**config.mk**
```make
export PLATFORM = sky130hd
export DESIGN_NAME = lock_relock_ctrl
export DESIGN_NICKNAME = d
export VERILOG_FILES = /design/src/rtl/lock_relock_ctrl.sv
export SDC_FILE = /design/constraint.sdc
export NUM_CORES = 1
export LEC_CHECK = 0
export CAP_MARGIN = 20
export CORE_UTILIZATION = 54
export CTS_CLUSTER_SIZE = 25
export DETAILED_ROUTE_END_ITERATION = 7
export GPL_TIMING_DRIVEN = 0
export HOLD_SLACK_MARGIN = 0.06
export PLACE_DENSITY = 0.94
export REMOVE_ABC_BUFFERS = 1
export SLEW_MARGIN = 25
export SYNTH_ARGS = -nofsm -noshare
export SYNTH_HDL_FRONTEND = slang
export SYNTH_SLANG_ARGS = --single-unit
```
**constraint.sdc**
```tcl
create_clock -name clk_i -period 6.5 [get_ports clk_i]
set_input_delay 0.65 -clock clk_i [delete_from_list [all_inputs] [get_ports clk_i]]
set_output_delay 0.65 -clock clk_i [all_outputs]
set_load 0.005 [all_outputs]
```
**src/rtl/lock_relock_ctrl.sv**
```systemverilog
// Lock supervisor and relock sequencer placed downstream of the PID block.
// While locked, the PID output passes through. After a sustained loss of lock,
// the block resets and freezes the PID and sweeps the actuator with a triangle
// ramp until the monitor is back in its window. It then hands control back to
// the PID.
// Optional feature: define LOCK_RELOCK_TIMEOUT_EN to count sweep periods and
// enter FAIL after max_sweeps_i of them.
module lock_relock_ctrl (
   input  logic               clk_i,
   input  logic               rstn_i,
   input  logic               enable_i,
   input  logic signed [13:0] pid_dat_i,
   input  logic signed [13:0] sig_i,
   input  logic signed [13:0] win_min_i,
   input  logic signed [13:0] win_max_i,
   input  logic [15:0]        hold_cnt_i,
   input  logic [15:0]        settle_cnt_i,
   input  logic signed [13:0] ramp_min_i,
   input  logic signed [13:0] ramp_max_i,
   input  logic [13:0]        ramp_step_i,
   input  logic [15:0]        ramp_div_i,
   input  logic [7:0]         max_sweeps_i,
   output logic signed [13:0] dat_o,
   output logic               int_rst_o,
   output logic               pid_freeze_o,
   output logic               locked_o,
   output logic [2:0]         state_o
);

   typedef enum logic [2:0] {
      StIdle   = 3'd0,
      StLocked = 3'd1,
      StVerify = 3'd2,
      StSweep  = 3'd3,
      StSettle = 3'd4,
      StFail   = 3'd5
   } state_e;

   state_e             state_q, state_d;
   logic               in_win_q;
   logic [15:0]        out_cnt_q, out_cnt_d;
   logic [15:0]        in_cnt_q, in_cnt_d;
   logic [15:0]        div_cnt_q, div_cnt_d;
   logic signed [13:0] ramp_q, ramp_d;
   logic               up_q, up_d;
   logic signed [13:0] dat_q, dat_d;
   logic               int_rst_q, int_rst_d;
   logic               locked_q, locked_d;

   logic [15:0]        hold_eff, settle_eff;
   logic               ramp_tick;
   logic signed [13:0] ramp_nxt;
   logic               up_nxt;
   logic               ramp_wrap;
   logic signed [13:0] entry_val;
   logic signed [14:0] r_ext, step_ext, min_ext, max_ext, sum;

`ifdef LOCK_RELOCK_TIMEOUT_EN
   logic [7:0]         sweep_cnt_q, sweep_cnt_d;
`else
   logic               unused_timeout;
   assign unused_timeout = ^{max_sweeps_i, ramp_wrap};
`endif

   // A zero count behaves like one.
   assign hold_eff   = (hold_cnt_i == 16'd0) ? 16'd1 : hold_cnt_i;
   assign settle_eff = (settle_cnt_i == 16'd0) ? 16'd1 : settle_cnt_i;
   assign ramp_tick  = (div_cnt_q >= ramp_div_i);

   // Candidate ramp value for the next tick, with limit folding and reversal.
   always_comb begin
      ramp_nxt  = ramp_q;
      up_nxt    = up_q;
      ramp_wrap = 1'b0;
      r_ext     = {ramp_q[13], ramp_q};
      step_ext  = {1'b0, ramp_step_i};
      min_ext   = {ramp_min_i[13], ramp_min_i};
      max_ext   = {ramp_max_i[13], ramp_max_i};
      sum       = up_q ? (r_ext + step_ext) : (r_ext - step_ext);
      if (ramp_min_i > ramp_max_i) begin
         // Inverted limits pin the ramp; no reversals are counted.
         ramp_nxt = ramp_min_i;
      end else if (sum > max_ext) begin
         ramp_nxt = ramp_max_i;
         if (up_q) up_nxt = 1'b0;
      end else if (sum < min_ext) begin
         ramp_nxt = ramp_min_i;
         if (!up_q) begin
            up_nxt    = 1'b1;
            ramp_wrap = 1'b1;
         end
      end else begin
         ramp_nxt = sum[13:0];
      end
   end

   // Starting point for a fresh sweep: current output clamped into the ramp limits.
   always_comb begin
      if (ramp_min_i > ramp_max_i)  entry_val = ramp_min_i;
      else if (dat_q < ramp_min_i)  entry_val = ramp_min_i;
      else if (dat_q > ramp_max_i)  entry_val = ramp_max_i;
      else                          entry_val = dat_q;
   end

   // State register and registered window flag.
   always_ff @(posedge clk_i or negedge rstn_i) begin
      if (!rstn_i) begin
         state_q  <= StIdle;
         in_win_q <= 1'b0;
      end else begin
         state_q  <= state_d;
         in_win_q <= (sig_i >= win_min_i) && (sig_i <= win_max_i);
      end
   end

   // Next state and hold/settle/sweep counters.
   always_comb begin
      state_d   = state_q;
      out_cnt_d = out_cnt_q;
      in_cnt_d  = in_cnt_q;
`ifdef LOCK_RELOCK_TIMEOUT_EN
      sweep_cnt_d = sweep_cnt_q;
`endif
      if (!enable_i) begin
         state_d   = StIdle;
         out_cnt_d = 16'd0;
         in_cnt_d  = 16'd0;
`ifdef LOCK_RELOCK_TIMEOUT_EN
         sweep_cnt_d = 8'd0;
`endif
      end else begin
         unique case (state_q)
            StIdle: state_d = in_win_q ? StLocked : StSweep;
            StLocked: begin
               if (!in_win_q) begin
                  if (hold_eff == 16'd1) begin
                     state_d = StSweep;
                  end else begin
                     state_d   = StVerify;
                     out_cnt_d = 16'd1;
                  end
               end
            end
            StVerify: begin
               if (in_win_q) begin
                  state_d   = StLocked;
                  out_cnt_d = 16'd0;
               end else begin
                  out_cnt_d = out_cnt_q + 16'd1;
                  if (out_cnt_d >= hold_eff) begin
                     state_d   = StSweep;
                     out_cnt_d = 16'd0;
                  end
               end
            end
            StSweep: begin
`ifdef LOCK_RELOCK_TIMEOUT_EN
               if (ramp_tick && ramp_wrap) sweep_cnt_d = sweep_cnt_q + 8'd1;
               if ((max_sweeps_i != 8'd0) && (sweep_cnt_d == max_sweeps_i)) begin
                  state_d = StFail;
               end else if (in_win_q) begin
                  state_d  = StSettle;
                  in_cnt_d = 16'd1;
               end
`else
               if (in_win_q) begin
                  state_d  = StSettle;
                  in_cnt_d = 16'd1;
               end
`endif
            end
            StSettle: begin
               if (!in_win_q) begin
                  state_d  = StSweep;
                  in_cnt_d = 16'd0;
               end else begin
                  in_cnt_d = in_cnt_q + 16'd1;
                  if (in_cnt_d >= settle_eff) begin
                     state_d  = StLocked;
                     in_cnt_d = 16'd0;
`ifdef LOCK_RELOCK_TIMEOUT_EN
                     sweep_cnt_d = 8'd0;
`endif
                  end
               end
            end
            StFail:  state_d = StFail;
            default: state_d = StIdle;
         endcase
      end
   end

   // Ramp datapath: initialise on fresh sweep entry, advance on ticks while sweeping.
   always_comb begin
      ramp_d    = ramp_q;
      up_d      = up_q;
      div_cnt_d = div_cnt_q;
      if (!enable_i) begin
         div_cnt_d = 16'd0;
      end else if ((state_d == StSweep) &&
                   (state_q == StIdle || state_q == StLocked || state_q == StVerify)) begin
         ramp_d    = entry_val;
         up_d      = 1'b1;
         div_cnt_d = 16'd0;
      end else if (state_q == StSweep) begin
         if (ramp_tick) begin
            ramp_d    = ramp_nxt;
            up_d      = up_nxt;
            div_cnt_d = 16'd0;
         end else begin
            div_cnt_d = div_cnt_q + 16'd1;
         end
      end
   end

   // Registered outputs follow the state being entered.
   always_comb begin
      dat_d     = pid_dat_i;
      int_rst_d = 1'b0;
      locked_d  = 1'b0;
      unique case (state_d)
         StIdle:   dat_d = pid_dat_i;
         StLocked, StVerify: begin
            dat_d    = pid_dat_i;
            locked_d = 1'b1;
         end
         StSweep, StSettle: begin
            dat_d     = ramp_d;
            int_rst_d = 1'b1;
         end
         StFail: begin
            dat_d     = ramp_min_i;
            int_rst_d = 1'b1;
         end
         default: dat_d = pid_dat_i;
      endcase
   end

   // Counters, ramp and output registers.
   always_ff @(posedge clk_i or negedge rstn_i) begin
      if (!rstn_i) begin
         out_cnt_q <= 16'd0;
         in_cnt_q  <= 16'd0;
         div_cnt_q <= 16'd0;
         ramp_q    <= 14'sd0;
         up_q      <= 1'b1;
         dat_q     <= 14'sd0;
         int_rst_q <= 1'b0;
         locked_q  <= 1'b0;
      end else begin
         out_cnt_q <= out_cnt_d;
         in_cnt_q  <= in_cnt_d;
         div_cnt_q <= div_cnt_d;
         ramp_q    <= ramp_d;
         up_q      <= up_d;
         dat_q     <= dat_d;
         int_rst_q <= int_rst_d;
         locked_q  <= locked_d;
      end
   end

`ifdef LOCK_RELOCK_TIMEOUT_EN
   // Sweep period counter.
   always_ff @(posedge clk_i or negedge rstn_i) begin
      if (!rstn_i) sweep_cnt_q <= 8'd0;
      else         sweep_cnt_q <= sweep_cnt_d;
   end
`endif

   assign dat_o        = dat_q;
   assign int_rst_o    = int_rst_q;
   assign pid_freeze_o = int_rst_q;
   assign locked_o     = locked_q;
   assign state_o      = state_q;

endmodule

```
==> impl_metrics.py <==
metrics = {
    "run_status": {
        "outcome": "finished, final reports clean",
    },
    "detailed_routing": {
        "drt_first_iter_violations": 801,
        "wl_per_cell_um": 17.52,
        "vias_per_cell": 6.154,
        "drc_errors": 0,
        "first_pass_iters": 5,
        "wirelength_mm": 26.70,
        "vias": 9379,
        "ant_nets": 0,
    },
    "critical_path": {
        "start_kind": "input port",
        "required_ps": 6700,
        "path_class": "in -> reg",
        "crit_slowest_cell": "clkdlybuf4s50_1",
        "crit_top_cell": "nor2_1",
        "crit_fanout": 7,
        "slowest_delay_ps": 470,
        "arrival_ps": 6380,
        "critPathCaptureType": "flip-flop",
    },
    "final_layout": {
        "layout_commonest_cell": "clkdlybuf4s50_1",
        "drive_above_1_share_pct": 4.068,
        "syn_to_final_growth_pct": 24.77,
        "finalNetCount": 1621,
        "final_cell_mix": "clkdlybuf4s50_1 (167), ha_1 (165), inv_1 (131)",
        "final_cells": 1524,
        "fin_area_sq_mm": 0.01164,
    },
    "die": {
        "num_io_pins": 177,
        "fp.dieW_um": 133.4,
        "die_area_sq_mm": 0.01780,
        "start_util_pct": 55.84,
        "die_h_um": 133.4,
        "coreArea_sq_mm": 0.01670,
        "num_rows": 47,
    },
    "grt": {
        "grt.overflow.total": 0,
        "grt_use_total_pct": 29.92,
        "grt_pass1_vias": 9097,
        "antenna_found_initial": 1,
        "grt_first_pass_wirelength_mm": 42.83,
        "grt_max_degree": 52,
    },
    "synthesis": {
        "ys_seq_area_share_pct": 22.28,
        "yosysTopAreaCell": "ha_1",
        "synth-seq-cells": 83,
        "synth_ff_type": "dfrtp_1",
        "synth.avg_cell_area_sq_um": 8.174,
        "synth_warnings": 0,
        "synthMuxAreaShare_pct": 2.911,
        "synth_fa_ha_area_share_pct": 22.35,
        "yosys.area_share.simple_pct": 17.88,
        "synth_edf_count": 0,
        "synth_xor_area_share_pct": 5.071,
        "ys_types": 74,
        "synth_cells": 1141,
        "postSynth.asyncResetShare_pct": 100.0,
        "mappedNetlistArea_sq_mm": 0.009326,
        "yosysTopAreaCellShare_pct": 22.14,
        "ys_top_cells_by_area": "ha_1 (22%), dfrtp_1 (22%), inv_1 (5.3%)",
        "synth_top_family_by_area": "compound AO/OA/AOI/OAI gates",
        "synth_compound_area_share_pct": 22.63,
    },
    "flow_run": {
        "maxCapViolCount": 0,
    },
    "power_and_ir_drop": {
        "ir_worst_vdd_mv": 0.2330,
        "totalPowerFinal_mw": 3.362,
        "leakage_nw": 5.785,
        "cellPowerDensity_mw_per_mm2": 288.9,
    },
    "timing": {
        "fin_crit_sh_pct": 95.05,
        "holdWs_ps": 260.7,
        "slew_violations": 0,
        "tightest_slew_ps": 1126,
        "rsz0062_at_grt": "false",
        "min_period_ps": 6178,
        "hold_viol_final": 0,
        "max-slew-margin-rel_pct": 24.92,
        "tns_ps": 0,
        "fmax_ghz": 0.1619,
        "setup_violations": 0,
        "clock_skew_ps": 9.233,
    },
    "clock_tree": {
        "insertion_delay_ps": 350,
        "path_clk_slew_ps": 70,
        "htree_levels": 3,
        "cts_made_buffers": 9,
        "clockBufferDepth": 2,
        "cts.sinks": 83,
        "cts_root_buffer": "clkbuf_16",
        "cts_tree": "done",
    },
    "placed_design": {
        "place_inst": 1504,
        "place_area_sq_mm": 0.01121,
        "io_buffers": 168,
        "globalplace.congestion": 0.9468,
        "hpwl_mm": 20.87,
    },
    "min_path": {
        "hp-class": "in -> async",
    },
}
==> worst paths after layout <==
path / start / end / slack (ps) / cells after the start
max: ramp_step_i[2] / dat_o[1]$_DFF_PN0_ / 320 / 26
min: rstn_i / div_cnt_q[10]$_DFFE_PN0P_ / 260 / 1
max reg2reg: up_q$_DFFE_PN1P_ / dat_o[1]$_DFF_PN0_ / 960 / 22
min reg2reg: in_cnt_q[14]$_DFFE_PN0P_ / in_cnt_q[14]$_DFFE_PN0P_ / 510 / 2
max in group asynchronous: rstn_i / out_cnt_q[1]$_DFFE_PN0P_ / 5630 / 2
min in group clk_i: in_cnt_q[14]$_DFFE_PN0P_ / in_cnt_q[14]$_DFFE_PN0P_ / 510 / 2
==> routing by layer <==
metal	vias up	global-route usage, %	wire length [um]
met1	4324	34.97	10570
met3	95	6.355	2158
li1	4464	-	-
met5	-	0	0
met2	496	52.69	13080
met4	0	12.82	889
==> cell type report <==
cell class,instances,area [sq um]
flip-flops and latches,83,2078
diodes,1,2.502
fillers,1287,5065
clock inverters,5,107.6
multi-input cells,898,6680
repair buffers,175,1768
clock buffers,11,232.7
well taps,220,275.3
inverters,131,491.7
==> synthesized netlist by cell type, types with 17 or more instances <==
library cell,n
a21oi_1,68
and3_1,26
clkbuf_1,18
dfrtp_1,82
ha_1,165
inv_1,131
mux2i_1,26
nand2_1,66
nand2b_1,25
nand3_1,34
nand4_1,20
nor2_1,101
nor3_1,17
o21ai_0,80
o31ai_1,20
xnor2_1,23
xor2_1,31
==> through the flow <==
stage / util [%] / setup WS (ps)
2_1_floorplan: - / 1294
5_1_grt: 69.66 / 78.60
6_report: 69.67 / 321.7
3_3_place_gp: 66.67 / -256.8
3_5_place_dp: 67.13 / -406.1
4_1_cts: 69.20 / 262.6
==> flip-flops by register name, summed over array words and instances, names as in the netlist <==
signal	cells
div_cnt_q	16
in_cnt_q	16
out_cnt_q	16
dat_o	14
ramp_q	14
state_o	3
in_win_q	1
int_rst_o	1
locked_o	1
up_q	1
==> what timing repair did <==
action	CTS	global route
gates resized for setup	2	6
hold buffers	0	0
buffers inserted	0	3
endpoints found under the setup margin	3	20
pin swaps	0	1
==> report_power, final <==
| part | switching (mW) | internal [mW] | total (mW) |
|---|---|---|---|
| registers | 0.101 | 0.593 | 0.694 |
| logic | 1.20 | 0.868 | 2.07 |
| clock network | 0.223 | 0.379 | 0.602 |
| total | 1.52 | 1.84 | 3.36 |
==> cell families (layout without fill, tap and decap cells) <==
logic type / count (synthesis) / in the layout
fa+ha+maj: 166 / 166
compound gates: 314 / 314
xor+xnor: 54 / 54
mux: 27 / 27
simple gates: 337 / 337
other cells: 0 / 1
flops: 83 / 83
buf+inv: 160 / 322
==> worst max-delay path: cells and delay by family <==
kind                       cells  cell delay [ps]
and+or+nand+nor               10             1650
xor gates and xnor gates       2              400
adders and majority gates      2              740
buffers and inverters          3              810
AOI/OAI and AO/OA              9             2120
Power figures use the tool's default switching activity.
